## src/rtl/bg_mem_pkg.sv

```systemverilog
// Shared types and default sizing for the background memory arbiter.
package bg_mem_pkg;

    localparam int DEF_ADDR_W       = 25;
    localparam int DEF_WF_DEPTH     = 4;
    localparam int DEF_RD_BURST_MAX = 4;

    typedef enum logic [2:0] {
        ST_IDLE     = 3'd0,
        ST_WR_ISSUE = 3'd1,
        ST_WR_WAIT  = 3'd2,
        ST_RD_ISSUE = 3'd3,
        ST_RD_WAIT  = 3'd4
    } arb_state_e;

endpackage

```

## src/rtl/bg_mem_arbiter_if.sv

```systemverilog
// Command bus between the arbiter (master) and the SDRAM controller (slave).
interface bg_mem_arbiter_if #(
    parameter int ADDR_W = bg_mem_pkg::DEF_ADDR_W
);
    logic [ADDR_W-1:0] mem_addr;
    logic [7:0]        mem_din;
    logic              mem_we;
    logic              mem_rd;
    logic [15:0]       mem_dout;
    logic              mem_ack;

    modport master (
        output mem_addr, mem_din, mem_we, mem_rd,
        input  mem_dout, mem_ack
    );

    modport slave (
        input  mem_addr, mem_din, mem_we, mem_rd,
        output mem_dout, mem_ack
    );
endinterface

```

## src/rtl/bg_wr_fifo.sv

```systemverilog
// Synchronous write FIFO holding {byte address, byte} download entries.
module bg_wr_fifo
    import bg_mem_pkg::*;
#(
    parameter int ADDR_W = DEF_ADDR_W,
    parameter int DEPTH  = DEF_WF_DEPTH
) (
    input  logic              clk,
    input  logic              reset_n,
    input  logic              push,
    input  logic [ADDR_W-1:0] push_addr,
    input  logic [7:0]        push_data,
    input  logic              pop,
    output logic [ADDR_W-1:0] head_addr,
    output logic [7:0]        head_data,
    output logic              full,
    output logic              empty
);
    localparam int PW = $clog2(DEPTH);
    localparam int CW = PW + 1;
    localparam int EW = ADDR_W + 8;

    logic [EW-1:0] store_q [DEPTH];
    logic [PW-1:0] wr_ptr_q, wr_ptr_d;
    logic [PW-1:0] rd_ptr_q, rd_ptr_d;
    logic [CW-1:0] count_q, count_d;

    // Pointers wrap naturally because DEPTH is a power of two.
    always_comb begin
        wr_ptr_d = push ? wr_ptr_q + 1'b1 : wr_ptr_q;
        rd_ptr_d = pop  ? rd_ptr_q + 1'b1 : rd_ptr_q;
        count_d  = count_q;
        case ({push, pop})
            2'b10:   count_d = count_q + 1'b1;
            2'b01:   count_d = count_q - 1'b1;
            default: count_d = count_q;
        endcase
    end

    always_ff @(posedge clk) begin
        if (!reset_n) begin
            wr_ptr_q <= '0;
            rd_ptr_q <= '0;
            count_q  <= '0;
        end else begin
            wr_ptr_q <= wr_ptr_d;
            rd_ptr_q <= rd_ptr_d;
            count_q  <= count_d;
        end
    end

    always_ff @(posedge clk) begin
        if (push) begin
            store_q[wr_ptr_q] <= {push_addr, push_data};
        end
    end

    assign {head_addr, head_data} = store_q[rd_ptr_q];
    assign full  = (count_q == CW'(DEPTH));
    assign empty = (count_q == '0);

endmodule

```

## src/rtl/bg_mem_arbiter.sv

```systemverilog
// Shares one SDRAM command port between buffered download writes and pixel-fetch reads.
//   state       | meaning
//   ST_IDLE     | no command outstanding; pick next grant
//   ST_WR_ISSUE | mem_we strobe with FIFO head; head popped
//   ST_WR_WAIT  | write outstanding, waiting for mem_ack
//   ST_RD_ISSUE | mem_rd strobe with read slot address; slot released
//   ST_RD_WAIT  | read outstanding, mem_dout captured on mem_ack
module bg_mem_arbiter
    import bg_mem_pkg::*;
#(
    parameter int ADDR_W       = DEF_ADDR_W,
    parameter int WF_DEPTH     = DEF_WF_DEPTH,
    parameter int RD_BURST_MAX = DEF_RD_BURST_MAX
) (
    input  logic              clk,
    input  logic              reset_n,
    input  logic              wr_req,
    input  logic [ADDR_W-1:0] wr_addr,
    input  logic [7:0]        wr_data,
    output logic              wr_full,
    output logic              wr_overflow,
    input  logic              rd_req,
    input  logic [ADDR_W-1:0] rd_addr,
    output logic [15:0]       rd_data,
    output logic              rd_valid,
    output logic              rd_drop,
    bg_mem_arbiter_if.master  mem
);
    localparam int SW = $clog2(RD_BURST_MAX + 1);
    localparam logic [SW-1:0] BURST_LIM = SW'(RD_BURST_MAX);

    arb_state_e        state_q, state_d;
    logic [ADDR_W-1:0] mem_addr_q, mem_addr_d;
    logic [7:0]        mem_din_q, mem_din_d;
    logic              mem_we_q, mem_we_d;
    logic              mem_rd_q, mem_rd_d;
    logic [15:0]       rd_data_q, rd_data_d;
    logic              rd_valid_q, rd_valid_d;
    logic              rd_drop_q, rd_drop_d;
    logic              wr_overflow_q, wr_overflow_d;
    logic              slot_pend_q, slot_pend_d;
    logic [ADDR_W-1:0] slot_addr_q, slot_addr_d;
    logic [SW-1:0]     streak_q, streak_d;

    logic              fifo_push, fifo_pop, fifo_full, fifo_empty;
    logic [ADDR_W-1:0] head_addr;
    logic [7:0]        head_data;
    logic              wr_grant, rd_grant;

    bg_wr_fifo #(
        .ADDR_W (ADDR_W),
        .DEPTH  (WF_DEPTH)
    ) u_fifo (
        .clk       (clk),
        .reset_n   (reset_n),
        .push      (fifo_push),
        .push_addr (wr_addr),
        .push_data (wr_data),
        .pop       (fifo_pop),
        .head_addr (head_addr),
        .head_data (head_data),
        .full      (fifo_full),
        .empty     (fifo_empty)
    );

    // A push while full is still taken if the head leaves in the same cycle.
    assign fifo_pop  = (state_q == ST_WR_ISSUE);
    assign fifo_push = wr_req && (!fifo_full || fifo_pop);

    always_comb begin
        state_d       = state_q;
        mem_addr_d    = mem_addr_q;
        mem_din_d     = mem_din_q;
        mem_we_d      = 1'b0;
        mem_rd_d      = 1'b0;
        rd_data_d     = rd_data_q;
        rd_valid_d    = 1'b0;
        rd_drop_d     = 1'b0;
        wr_overflow_d = wr_overflow_q | (wr_req && fifo_full && !fifo_pop);
        slot_pend_d   = slot_pend_q;
        slot_addr_d   = slot_addr_q;
        streak_d      = streak_q;
        wr_grant      = 1'b0;
        rd_grant      = 1'b0;

        if (state_q == ST_RD_ISSUE) begin
            slot_pend_d = 1'b0;
        end
        // Once RD_ISSUE is reached the old address is already on the bus, so no drop.
        if (rd_req) begin
            slot_pend_d = 1'b1;
            slot_addr_d = rd_addr;
            rd_drop_d   = slot_pend_q && (state_q != ST_RD_ISSUE);
        end

        case (state_q)
            ST_IDLE: begin
                if (fifo_full) begin
                    wr_grant = 1'b1;
                end else if (slot_pend_q && (streak_q < BURST_LIM)) begin
                    rd_grant = 1'b1;
                end else if (!fifo_empty) begin
                    wr_grant = 1'b1;
                end
            end
            ST_WR_ISSUE: state_d = ST_WR_WAIT;
            ST_RD_ISSUE: state_d = ST_RD_WAIT;
            ST_WR_WAIT: begin
                if (mem.mem_ack) begin
                    state_d = ST_IDLE;
                end
            end
            ST_RD_WAIT: begin
                if (mem.mem_ack) begin
                    state_d    = ST_IDLE;
                    rd_data_d  = mem.mem_dout;
                    rd_valid_d = 1'b1;
                end
            end
            default: state_d = ST_IDLE;
        endcase

        if (wr_grant) begin
            state_d    = ST_WR_ISSUE;
            mem_we_d   = 1'b1;
            mem_addr_d = head_addr;
            mem_din_d  = head_data;
        end
        // slot_addr_d lets a same-cycle replacement win over the address being granted.
        if (rd_grant) begin
            state_d    = ST_RD_ISSUE;
            mem_rd_d   = 1'b1;
            mem_addr_d = slot_addr_d;
        end

        if (wr_grant || fifo_empty) begin
            streak_d = '0;
        end else if (rd_grant && (streak_q < BURST_LIM)) begin
            streak_d = streak_q + 1'b1;
        end
    end

    always_ff @(posedge clk) begin
        if (!reset_n) begin
            state_q       <= ST_IDLE;
            mem_addr_q    <= '0;
            mem_din_q     <= '0;
            mem_we_q      <= 1'b0;
            mem_rd_q      <= 1'b0;
            rd_data_q     <= '0;
            rd_valid_q    <= 1'b0;
            rd_drop_q     <= 1'b0;
            wr_overflow_q <= 1'b0;
            slot_pend_q   <= 1'b0;
            slot_addr_q   <= '0;
            streak_q      <= '0;
        end else begin
            state_q       <= state_d;
            mem_addr_q    <= mem_addr_d;
            mem_din_q     <= mem_din_d;
            mem_we_q      <= mem_we_d;
            mem_rd_q      <= mem_rd_d;
            rd_data_q     <= rd_data_d;
            rd_valid_q    <= rd_valid_d;
            rd_drop_q     <= rd_drop_d;
            wr_overflow_q <= wr_overflow_d;
            slot_pend_q   <= slot_pend_d;
            slot_addr_q   <= slot_addr_d;
            streak_q      <= streak_d;
        end
    end

    assign mem.mem_addr = mem_addr_q;
    assign mem.mem_din  = mem_din_q;
    assign mem.mem_we   = mem_we_q;
    assign mem.mem_rd   = mem_rd_q;
    assign rd_data      = rd_data_q;
    assign rd_valid     = rd_valid_q;
    assign rd_drop      = rd_drop_q;
    assign wr_full      = fifo_full;
    assign wr_overflow  = wr_overflow_q;

endmodule

```

## src/flat_wrapper.sv

```systemverilog
// flat-port wrapper written by rule: the top's interface ports become plain ports
module bg_mem_arbiter_flat import bg_mem_pkg::*;
#(
    parameter int ADDR_W       = DEF_ADDR_W,
    parameter int WF_DEPTH     = DEF_WF_DEPTH,
    parameter int RD_BURST_MAX = DEF_RD_BURST_MAX
)
  (clk, reset_n, wr_req, wr_addr, wr_data, wr_full, wr_overflow, rd_req, rd_addr, rd_data, rd_valid, rd_drop, mem_mem_addr, mem_mem_din, mem_mem_we, mem_mem_rd, mem_mem_dout, mem_mem_ack);
  bg_mem_arbiter_if #(.ADDR_W(ADDR_W)) mem_i ();
  input  logic clk;
  input  logic reset_n;
  input  logic wr_req;
  input  logic [ADDR_W-1:0] wr_addr;
  input  logic [7:0] wr_data;
  output logic wr_full;
  output logic wr_overflow;
  input  logic rd_req;
  input  logic [ADDR_W-1:0] rd_addr;
  output logic [15:0] rd_data;
  output logic rd_valid;
  output logic rd_drop;
  output wire logic [$bits(mem_i.mem_addr)-1:0] mem_mem_addr;
  output wire logic [$bits(mem_i.mem_din)-1:0] mem_mem_din;
  output wire logic [$bits(mem_i.mem_we)-1:0] mem_mem_we;
  output wire logic [$bits(mem_i.mem_rd)-1:0] mem_mem_rd;
  input wire logic [$bits(mem_i.mem_dout)-1:0] mem_mem_dout;
  input wire logic [$bits(mem_i.mem_ack)-1:0] mem_mem_ack;
  assign mem_mem_addr = mem_i.mem_addr;
  assign mem_mem_din = mem_i.mem_din;
  assign mem_mem_we = mem_i.mem_we;
  assign mem_mem_rd = mem_i.mem_rd;
  assign mem_i.mem_dout = mem_mem_dout;
  assign mem_i.mem_ack = mem_mem_ack;
  bg_mem_arbiter #(.ADDR_W(ADDR_W), .WF_DEPTH(WF_DEPTH), .RD_BURST_MAX(RD_BURST_MAX)) u_core (.clk(clk), .reset_n(reset_n), .wr_req(wr_req), .wr_addr(wr_addr), .wr_data(wr_data), .wr_full(wr_full), .wr_overflow(wr_overflow), .rd_req(rd_req), .rd_addr(rd_addr), .rd_data(rd_data), .rd_valid(rd_valid), .rd_drop(rd_drop), .mem(mem_i));
endmodule
```

## config.mk

```make
export PLATFORM = sky130hd
export DESIGN_NAME = bg_mem_arbiter_flat
export DESIGN_NICKNAME = d
export VERILOG_FILES = /design/src/rtl/bg_mem_pkg.sv /design/src/rtl/bg_mem_arbiter_if.sv /design/src/rtl/bg_wr_fifo.sv /design/src/rtl/bg_mem_arbiter.sv /design/src/flat_wrapper.sv
export SDC_FILE = /design/constraint.sdc
export NUM_CORES = 1
export LEC_CHECK = 0
export ABC_AREA = 1
export CORE_ASPECT_RATIO = 1.25
export CORE_MARGIN = 5
export CORE_UTILIZATION = 50
export DETAILED_ROUTE_END_ITERATION = 12
export GPL_TIMING_DRIVEN = 0
export PLACE_DENSITY = 0.73
export RECOVER_POWER = 50
export SKIP_LAST_GASP = 1
export SLEW_MARGIN = 20
export SYNTH_ARGS = -nofsm -noshare
export SYNTH_HDL_FRONTEND = slang
export SYNTH_SLANG_ARGS = --single-unit
export TNS_END_PERCENT = 5
```

## constraint.sdc

```tcl
create_clock -name clk -period 3.4 [get_ports clk]
set_input_delay 0.68 -clock clk [delete_from_list [all_inputs] [get_ports clk]]
set_output_delay 0.68 -clock clk [all_outputs]
set_load 0.01 [all_outputs]
```

; Word level (Yosys, flattened, before mapping)
; Memory sizes are Yosys's and may differ from the RTL's. A register that Yosys moved wholly into a read port is not among the register bits.
; Cells that the tools add are included.
[word_totals]
reg_bits = 93
latch_bits = 0
ram_bits = 132
mem_bits_ro = 0
input_bits = 79
out_inout_bits = 55
memories = 1
[op_classes]
n_addsub = 5
multipliers = 0
div_mod_pow = 0
magnitude_cmp = 1
n_eq_ne = 11
shift = 0
mux = 24
bitwise = 3
reduce_logical = 23
[memory_table]
columns = memory, words, width, read_ports, rd_clocked_by_memory_dff, wr, line_no
row1 = u_core.u_fifo.store_q, 4, 33, 1, 1, 1, bg_wr_fifo.sv:23  ; logic [EW-1:0] store_q [DEPTH];
[op_table]
columns = op, n
row1 = $mux 25, 3
row2 = $mux 1, 14
row3 = $pmux 3 s4, 1
row4 = $reduce_and 2->1, 5
row5 = $mux 2, 4
row6 = $add 3x1->3 const B, 2
row7 = $eq 3x2->1 const B, 2
row8 = $eq 3x3->1 const B, 2
row9 = $logic_and 1x1->1, 6
row10 = $logic_not 3->1, 2
row11 = $pmux 3 s2, 1
row12 = $reduce_bool 2->1, 3
row13 = $add 2x1->2 const B, 2
row14 = $ne 4x1->1 const B, 1
row15 = $reduce_or 2->1, 2
row16 = $eq 3x1->1 const B, 1
row17 = $lt 3x3->1 const B, 1
row18 = $mux 3, 1
row19 = $ne 3x1->1 const B, 1
row20 = $ne 3x2->1 const B, 1
row21 = $reduce_or 3->1, 1
row22 = $sub 3x1->3 const B, 1
row23 = $eq 2x1->1 const B, 1
row24 = $eq 2x2->1 const B, 1
row25 = 5 further kinds, 8

; Logic depth before layout (Yosys ltp)
; Gate-level depths: netlist of run 1.
[logic_depth]
word_depth = 7
mapped_depth = 11

; By module
; Synthesis of run 1 repeated with hierarchy kept, for this count alone.
[unflattened]
cells_unflattened = 868
hier_area_um2 = 8931.1
[by_module_without_submodules]
columns = mod, instances, cells_per_inst, area_each_um2, seq_area_each_um2
row1 = bg_wr_fifo, 1, 376, 5361.4, 4144.0
row2 = bg_mem_arbiter, 1, 492, 3569.7, 1721.7

; Worst setup path after synthesis of run 1
; Ideal clock, no wire load.
[synth_path]
path_kind = reg2reg
start = register u_core.state_q[2]
end = memory u_core.u_fifo.store_q[0][0] in the netlist's numbering (enable)
arrival_ns = 2.272
t_required_ns = 2.977
slack_ns = 0.705
path_stages_with_launch = 4
path_buffers = 0
path_cell_list = dfxtp_1 nor3_2 o21ai_2 nor2_1
[synth_between]
elab_chain_cells = 5
[synth_rtl]
columns = element, line_no
row1 = start: declaration, bg_mem_arbiter.sv:32  ; arb_state_e state_q, state_d;
row2 = start signal: assignment, bg_mem_arbiter.sv:158  ; state_q <= state_d;
row3 = $eq 3x1->1, bg_mem_arbiter.sv:67  ; assign fifo_pop = (state_q == ST_WR_ISSUE);
row4 = $logic_or 1x1->1, bg_mem_arbiter.sv:68  ; assign fifo_push = wr_req && (!fifo_full || fifo_pop);
row5 = $logic_and 1x1->1, bg_mem_arbiter.sv:68
row6 = $mux 1, bg_wr_fifo.sv:53  ; if (push) begin
row7 = $mux 1 (implied by the code), bg_wr_fifo.sv:54  ; store_q[wr_ptr_q] <= {push_addr, push_data};
row8 = end: declaration, bg_wr_fifo.sv:23
; No other way between the ends.

; Worst setup path in the final report of run 1
[layout_path]
start = register u_core.state_q[1]
end = register u_core.mem_addr_q[2] (netlist: u_core.mem.mem_addr[2])
[layout_between]
elab_chain_cells = 3
word_cells_on_any_way = 5
classes_between = mux (3) / reduce/logical (2)
[layout_rtl]
columns = element, line_no
row1 = $logic_not 3->1 *, bg_mem_arbiter.sv:96  ; case (state_q)
row2 = $mux 1, bg_mem_arbiter.sv:96
row3 = $mux 25 / $reduce_bool 2->1 (equally long branches), --
row4 = end signal: assignment, bg_mem_arbiter.sv:159  ; mem_addr_q <= mem_addr_d;
row5 = end: declaration, bg_mem_arbiter.sv:33  ; logic [ADDR_W-1:0] mem_addr_q, mem_addr_d;
; Every way passes the cells marked *; elsewhere a longest branch is shown, timed or not.
; A chain may end at the register's enable or synchronous reset.

==> results of run 1 <==
## metal layers
layer	up-vias	track usage, %
li1	3471	-
met1	3136	24.7
met2	229	36.0
met3	46	3.38
met4	0	6.69
met5	-	0
## logic make-up after synthesis
family / after synthesis / share of synthesized area (%)
compound gates: 124 / 6.98
fa+ha+maj: 7 / 1.03
buf+inv: 142 / 6.59
flops: 227 / 63.7
mux: 2 / 0.218
simple gates: 473 / 21.4
## worst max-delay path, stage by stage (launching register included)
cell      delay (ps)
dfxtp_1          330
inv_1             70
nand2_1          100
nor2_1           580
nand3_1          450
nand2_1          280
nor2_1           230
clkbuf_1         290
nand2_1          120
nand2_1           60
## synth_stat cells, types with 2 or more instances
cell type	count	area [µm²]
nor2_1	87	327
nand2_4	2	22.5
nand4_1	7	43.8
edfxtp_1	132	3960
o22ai_1	8	50.1
inv_1	89	334
buf_6	6	67.6
nand3b_1	7	52.6
nand2_2	3	18.8
nor2_4	2	22.5
inv_2	6	22.5
nand3_4	2	35.0
nor2_8	2	40.0
mux2i_1	2	20.0
clkbuf_1	18	67.6
o21ai_0	63	315
nand2_1	325	1220
a21oi_1	48	240
buf_1	2	7.51
nor2_2	2	12.5
o21ai_2	2	17.5
buf_2	19	95.1
nand3_1	30	150
dfxtp_1	95	1900
ha_1	6	75.1
## registers in the layout, indices dropped and copies added (netlist names), named ones only
register / cells
u_core.streak_q: 3
u_core.rd_data: 16
u_core.mem.mem_addr: 25
u_core.rd_valid: 1
u_core.mem.mem_we: 1
u_core.u_fifo.rd_ptr_q: 2
u_core.slot_pend_q: 1
u_core.u_fifo.wr_ptr_q: 2
u_core.u_fifo.store_q: 132
u_core.u_fifo.count_q: 3
u_core.mem.mem_din: 8
u_core.rd_drop: 1
u_core.state_q: 3
u_core.mem.mem_rd: 1
u_core.wr_overflow: 1
u_core.slot_addr_q: 25
## final timing paths
path / slack (ps) / cells past startpoint / end
worst max-delay path: 780 / 9 / u_core.mem.mem_addr[2]$_SDFFE_PN0P_
worst min-delay path: 440 / 2 / u_core.rd_data[4]$_SDFFE_PN0P_
worst max register to register: 780 / 9 / u_core.mem.mem_addr[2]$_SDFFE_PN0P_
worst min register to register: 440 / 2 / u_core.rd_data[4]$_SDFFE_PN0P_
## area by class of cell
class                           instances  share of cell area (%)
Clock inverter                          7                   0.509
Multi-Input combinational cell        606                    23.4
Timing Repair Buffer                  136                    12.3
Sequential cell                       227                    50.8
Inverter                               95                    3.09
Antenna cell                            1                  0.0217
Clock buffer                           30                    5.36
Tap cell                              228                    2.47
Buffer                                 47                    2.03
## power by group through the flow
stage | clock network [mW] | registers [mW] | logic (mW)
2_1_floorplan | 0 | 3.55 | 1.47
3_3_place_gp | 0 | 3.50 | 2.45
3_5_place_dp | 0 | 3.49 | 2.53
4_1_cts | 2.33 | 3.44 | 2.56
5_1_grt | 2.44 | 3.47 | 2.75
6_report | 2.29 | 3.43 | 2.44
==> summary.txt, run 1 <==
Global route
  • First-pass GRT wire length: 34.7 mm
  • Pin count of the biggest net entering global routing: 23
  • Vias in the first global route: 6,797
  • GRT Util Overall: 20.1%
  • Antenna violations before repair: 1
  • Congestion Overflow GR: 0

Timing
  • Slew margin rel.: 45.1%
  • Endpoints failing setup: 0
  • Final Max Tran Viols: 0
  • Total Negative Setup Slacks: 0 ps
  • Hold slack: 441 ps
  • Post-route minimum period: 2620 ps
  • Period utilisation layout: 77.2%
  • RSZ-0062 raised after global routing: no
  • Fmax: 381 MHz
  • Worst-margin pin slew: 820 ps
  • Final worst setup slack: 777 ps
  • Fin Clk Skew: 12.0 ps
  • Final hold viol count: 0

Synth
  • Yosys reg bits: 227
  • Syn Nets: 1,061
  • Ys async rst share: 0%
  • Yosys cell types: 35
  • Sequential share of the synthesized area: 63.7%
  • Ys flop type: edfxtp_1
  • Cells after Synth: 975
  • Synthesized area per cell: 9.44 µm²
  • Yosys warning count: 0
  • Post-synth EDFFs: 132
  • Mapped cell area: 9200 µm²

Clock tree
  • Clk sink count: 227
  • Resized cells post-CTS: 0
  • Clock Tree Buf Depth: 3
  • Clock latency at the later pin of the worst-skew pair: 490 ps
  • Setup bufs post-CTS: 0
  • Root buffer cell: clkbuf_16
  • CTS tree: yes
  • CTS Hold Buffers Added: 0
  • Num CTS Buffers: 21
  • H-tree depth: 1
  • Clock transition at the registers of the reported paths: 60 ps

Pwr
  • Int Power: 5.55 mW
  • Switching share of power: 32.0%
  • Maximum VDD drop: 331 µV
  • Sw power: 2.62 mW
  • Logic pwr share: 29.9%
  • Pwr Total: 8.17 mW
  • Leak pwr: 4.79 nW
  • Sequential group share of total power: 42.1%
  • Power Dens Cells: 707 nW/µm²
  • Clock Power Share: 28.0%

Routing
  • Met2 Routed Length: 10.8 mm
  • Max Used Layer: met4
  • M1 WL: 8.68 mm
  • Vias per cell: 5.00
  • Wire per inst: 15.6 µm
  • Met3 wire length: 1.36 mm
  • Pre-antenna DRT Iters: 5
  • 1st-iter DRT viols: 402
  • Antenna viol nets, final: 0
  • Drt drc: 0
  • Vias post-DR: 6,882
  • WL final: 21.4 mm

Finish
  • Fraction of layout cells with a size suffix above 1: 6.71%
  • Most frequent cells in the layout: nand2_1 (327), edfxtp_1 (132), clkdlybuf4s50_1 (98), dfxtp_1 (95), inv_1 (91)
  • Area Overhead vs Synth: 25.5%
  • Final core occ: 63.8%
  • Area of the multi-input gates: 2700 µm²
  • Storage cell area: 5870 µm²
  • Post-Layout Inst Area: 11,500 µm²
  • Nets: 1,220
  • Final Non-Filler Cells: 1,377
  • Commonest non-fill, non-tap cell in the layout: nand2_1
  • Fillers: 1,449

Placed design
  • Routability cong.: 0.798
  • Detailed Place HPWL: 15.1 mm
  • PortBufs: 132
  • Setup slack at placement: 716 ps
  • Placed Instances: 1,339
  • Placed cell area: 10,900 µm²

Floorplan
  • # IOs: 134
  • Core area: 18,100 µm²
  • Die Wd: 131 µm
  • Initial Utilization: 50.8%
  • Die ar.: 21,200 µm²
  • Site Rows: 55
  • Die Ht: 162 µm

Worst setup path
  • Worst setup startpoint: u_core.state_q[1]$_SDFFE_PN0P_
  • CP max FO: 10
  • Crit Path Class: reg -> reg
  • CP required: 3780 ps
  • WP data arrival: 3010 ps
  • Startpoint type of the worst setup path: flip-flop
  • Critical R2R Launch: u_core.state_q[1]$_SDFFE_PN0P_
  • Crit. End Element: flip-flop

Hold path
  • HP Class: reg -> reg
  • Hold path start: u_core.rd_data[4]$_SDFFE_PN0P_

Flow run
  • Max-cap viol count: 0

Outcome
  • Run status: completed
No activity file was read; power rests on OpenSTA's default activity.
==> run 2: changes to the inputs <==
--- a/config.mk
+++ b/config.mk
@@ -8,10 +8,10 @@
 export ABC_AREA = 1
 export CORE_ASPECT_RATIO = 1.25
 export CORE_MARGIN = 5
-export CORE_UTILIZATION = 50
+export CORE_UTILIZATION = 49
 export DETAILED_ROUTE_END_ITERATION = 12
 export GPL_TIMING_DRIVEN = 0
-export PLACE_DENSITY = 0.73
+export PLACE_DENSITY = 0.75
 export RECOVER_POWER = 50
 export SKIP_LAST_GASP = 1
 export SLEW_MARGIN = 20
==> constraint.sdc (replaced) <==
create_clock -name clk -period 2.2 [get_ports clk]
set_input_delay 0.44 -clock clk [delete_from_list [all_inputs] [get_ports clk]]
set_output_delay 0.44 -clock clk [all_outputs]
set_load 0.01 [all_outputs]
==> run 2 against run 1 <==
  * The flow now finishes with violations (negative setup slack)
  * Worst hold slack worse by 160 ps
  * Clock skew up 3.7 ps
  * Sequential power grew 55%
  * Critical endpoint is now wr_full
==> summary.txt, run 2 (synthesized netlist as in run 1, its figures left out) <==
Finish
  • Final core occ: 62.5% (was 63.8%)
  • Max reg flops: 132 (unchanged)
  • Area of the multi-input gates: 2750 µm² (was 2700 µm²)
  • Nets: 1,224 (was 1,220)
  • Largest register by flop count: u_core.u_fifo.store_q (unchanged)
  • Antenna Diode Count: 0 (was 1)
  • Final Non-Filler Cells: 1,385 (was 1,377)
  • Commonest non-fill, non-tap cell in the layout: nand2_1 (unchanged)
  • Post-Layout Inst Area: 11,700 µm² (was 11,500 µm²)
  • Fillers: 1,488 (was 1,449)
  • Area Overhead vs Synth: 26.7% (was 25.5%)
  • Most frequent cells in the layout: nand2_1 (325), edfxtp_1 (132), clkdlybuf4s50_1 (98), dfxtp_1 (95), inv_1 (89) (was nand2_1 (327), edfxtp_1 (132), clkdlybuf4s50_1 (98), dfxtp_1 (95), inv_1 (91))
  • Storage cell area: 5870 µm² (unchanged)
  • Fraction of layout cells with a size suffix above 1: 7.89% (was 6.71%)

Placed design
  • Setup slack at placement: -343 ps (was 716 ps)
  • Detailed Place HPWL: 15.5 mm (was 15.1 mm)
  • Placed cell area: 10,900 µm² (about the same)
  • PortBufs: 132 (unchanged)
  • Placed Instances: 1,343 (was 1,339)
  • Routability cong.: 0.816 (was 0.798)

Timing
  • Final Max Tran Viols: 0 (unchanged)
  • Fmax: 434 MHz
  • Hold slack: 280 ps (was 441 ps)
  • RSZ-0062 raised after global routing: yes (was no)
  • Final worst setup slack: -105 ps (was 777 ps)
  • Worst-margin pin slew: 774 ps (was 820 ps)
  • Slew margin rel.: 48.2% (was 45.1%)
  • Final hold viol count: 0 (unchanged)
  • Period utilisation layout: 105%
  • Endpoints failing setup: 20 (was 0)
  • Total Negative Setup Slacks: -610 ps (was 0 ps)
  • Fin Clk Skew: 15.7 ps (was 12.0 ps)
  • Post-route minimum period: 2310 ps

Floorplan
  • # IOs: 134 (unchanged)
  • Die ar.: 21,600 µm² (was 21,200 µm²)
  • Site Rows: 56 (was 55)
  • Initial Utilization: 49.4% (was 50.8%)
  • Core area: 18,600 µm² (was 18,100 µm²)
  • Die Wd: 133 µm (was 131 µm)
  • Die Ht: 163 µm (was 162 µm)

Worst setup path
  • CP required: 1760 ps (was 3780 ps)
  • CP max FO: 10 (unchanged)
  • Worst path slowest cell: clkdlybuf4s50_1 (was nor2_1)
  • R2R depth: 6 (was 9)
  • WP data arrival: 1870 ps (was 3010 ps)
  • Crit Path Class: reg -> out (was reg -> reg)
  • Startpoint type of the worst setup path: flip-flop (unchanged)
  • Cell Chain, Critical Path: nor2_2, nand2_2, buf_6, inv_1, clkdlybuf4s50_1 (was inv_1, nand2_1, nor2_1, nand3_1, nand2_1, nor2_1, clkbuf_1, nand2_1, nand2_1)
  • Slowest stage delay, CP: 560 ps (was 580 ps)
  • Crit. End Element: output pin (was flip-flop)

Clock tree
  • H-tree depth: 1 (unchanged)
  • Clock transition at the registers of the reported paths: 70 ps (was 60 ps)
  • CTS tree: yes (unchanged)
  • Num CTS Buffers: 21 (unchanged)
  • Clock Tree Buf Depth: 3 (unchanged)
  • CTS Hold Buffers Added: 0 (unchanged)
  • Clock latency at the later pin of the worst-skew pair: 500 ps (was 490 ps)
  • Clk sink count: 227 (unchanged)
  • Root buffer cell: clkbuf_16 (unchanged)

Global route
  • Congestion Overflow GR: 0 (unchanged)
  • Pin count of the biggest net entering global routing: 24 (was 23)
  • GRT Util Overall: 19.8% (was 20.1%)
  • First-pass GRT wire length: 34.5 mm (was 34.7 mm)
  • Vias in the first global route: 6,836 (was 6,797)
  • Antenna violations before repair: 2 (was 1)

Routing
  • Wire per inst: 15.5 µm (was 15.6 µm)
  • Vias per cell: 4.92 (was 5.00)
  • Drt drc: 0 (unchanged)
  • Pre-antenna DRT Iters: 5 (unchanged)
  • 1st-iter DRT viols: 499 (was 402)
  • WL final: 21.5 mm (was 21.4 mm)
  • Vias post-DR: 6,811 (was 6,882)
  • Antenna viol nets, final: 0 (unchanged)

Hold path
  • Hold path cells: 3 (was 2)
  • HP Class: in -> reg (was reg -> reg)

Pwr
  • Power Dens Cells: 1100 nW/µm² (was 707 nW/µm²)
  • Maximum VDD drop: 539 µV (was 331 µV)
  • Leak pwr: 4.83 nW (was 4.79 nW)
  • Pwr Total: 12.9 mW (was 8.17 mW)

Outcome
  • Run status: finished with violations (was completed)
  • Failing checks: negative setup slack

Flow run
  • Max-cap viol count: 0 (unchanged)
run 2: path summary, 6_finish.rpt:
path	startpoint	endpoint	slack, ps
min	rd_req	u_core.slot_addr_q[19]$_SDFF_PN0_	280
min reg2reg	u_core.rd_data[5]$_SDFFE_PN0P_	u_core.rd_data[5]$_SDFFE_PN0P_	440
max reg2reg	u_core.state_q[0]$_SDFFE_PN0P_	u_core.u_fifo.store_q[3][3]$_DFFE_PP_	-30
max	u_core.u_fifo.count_q[0]$_SDFFE_PN0P_	wr_full	-110
run 2: critical path, delay by kind of cell (launching register included):
family,cells,cell delay [ps]
DFF,1,320
and+or+nand+nor,2,270
buffers and inverters,3,790
run 2: where the power goes:
group / switching, mW / internal (mW) / total, mW / leakage [nW]
combinational: 2.39 / 1.51 / 3.90 / 2.51
clock: 1.52 / 2.12 / 3.64 / 0.328
sequential: 0.248 / 5.07 / 5.32 / 1.99
total: 4.16 / 8.70 / 12.9 / 4.83
run 2: per-layer routing:
layer / up-vias / global-route usage, % / wire [µm]
li1: 3472 / - / -
met1: 3125 / 23.1 / 8540
met2: 180 / 37.0 / 11300
met3: 30 / 3.94 / 1300
met4: 4 / 5.58 / 350
met5: - / 0 / 23
run 2: timing repair:
action	in CTS	in global routing
gates resized for setup	1	0
endpoints found under the setup margin	41	87
buffers inserted	3	1
pin swaps	1	1
cloned	0	0
run 2: cell type report:
cell class | instances | share of cell area (%)
plain buffers | 47 | 2.14
well taps | 232 | 2.49
repair buffers | 140 | 12.5
clock inverters | 14 | 1.32
flip-flops and latches | 227 | 50.3
multi-input cells | 606 | 23.6
inverters | 95 | 3.06
clock buffers | 24 | 4.61
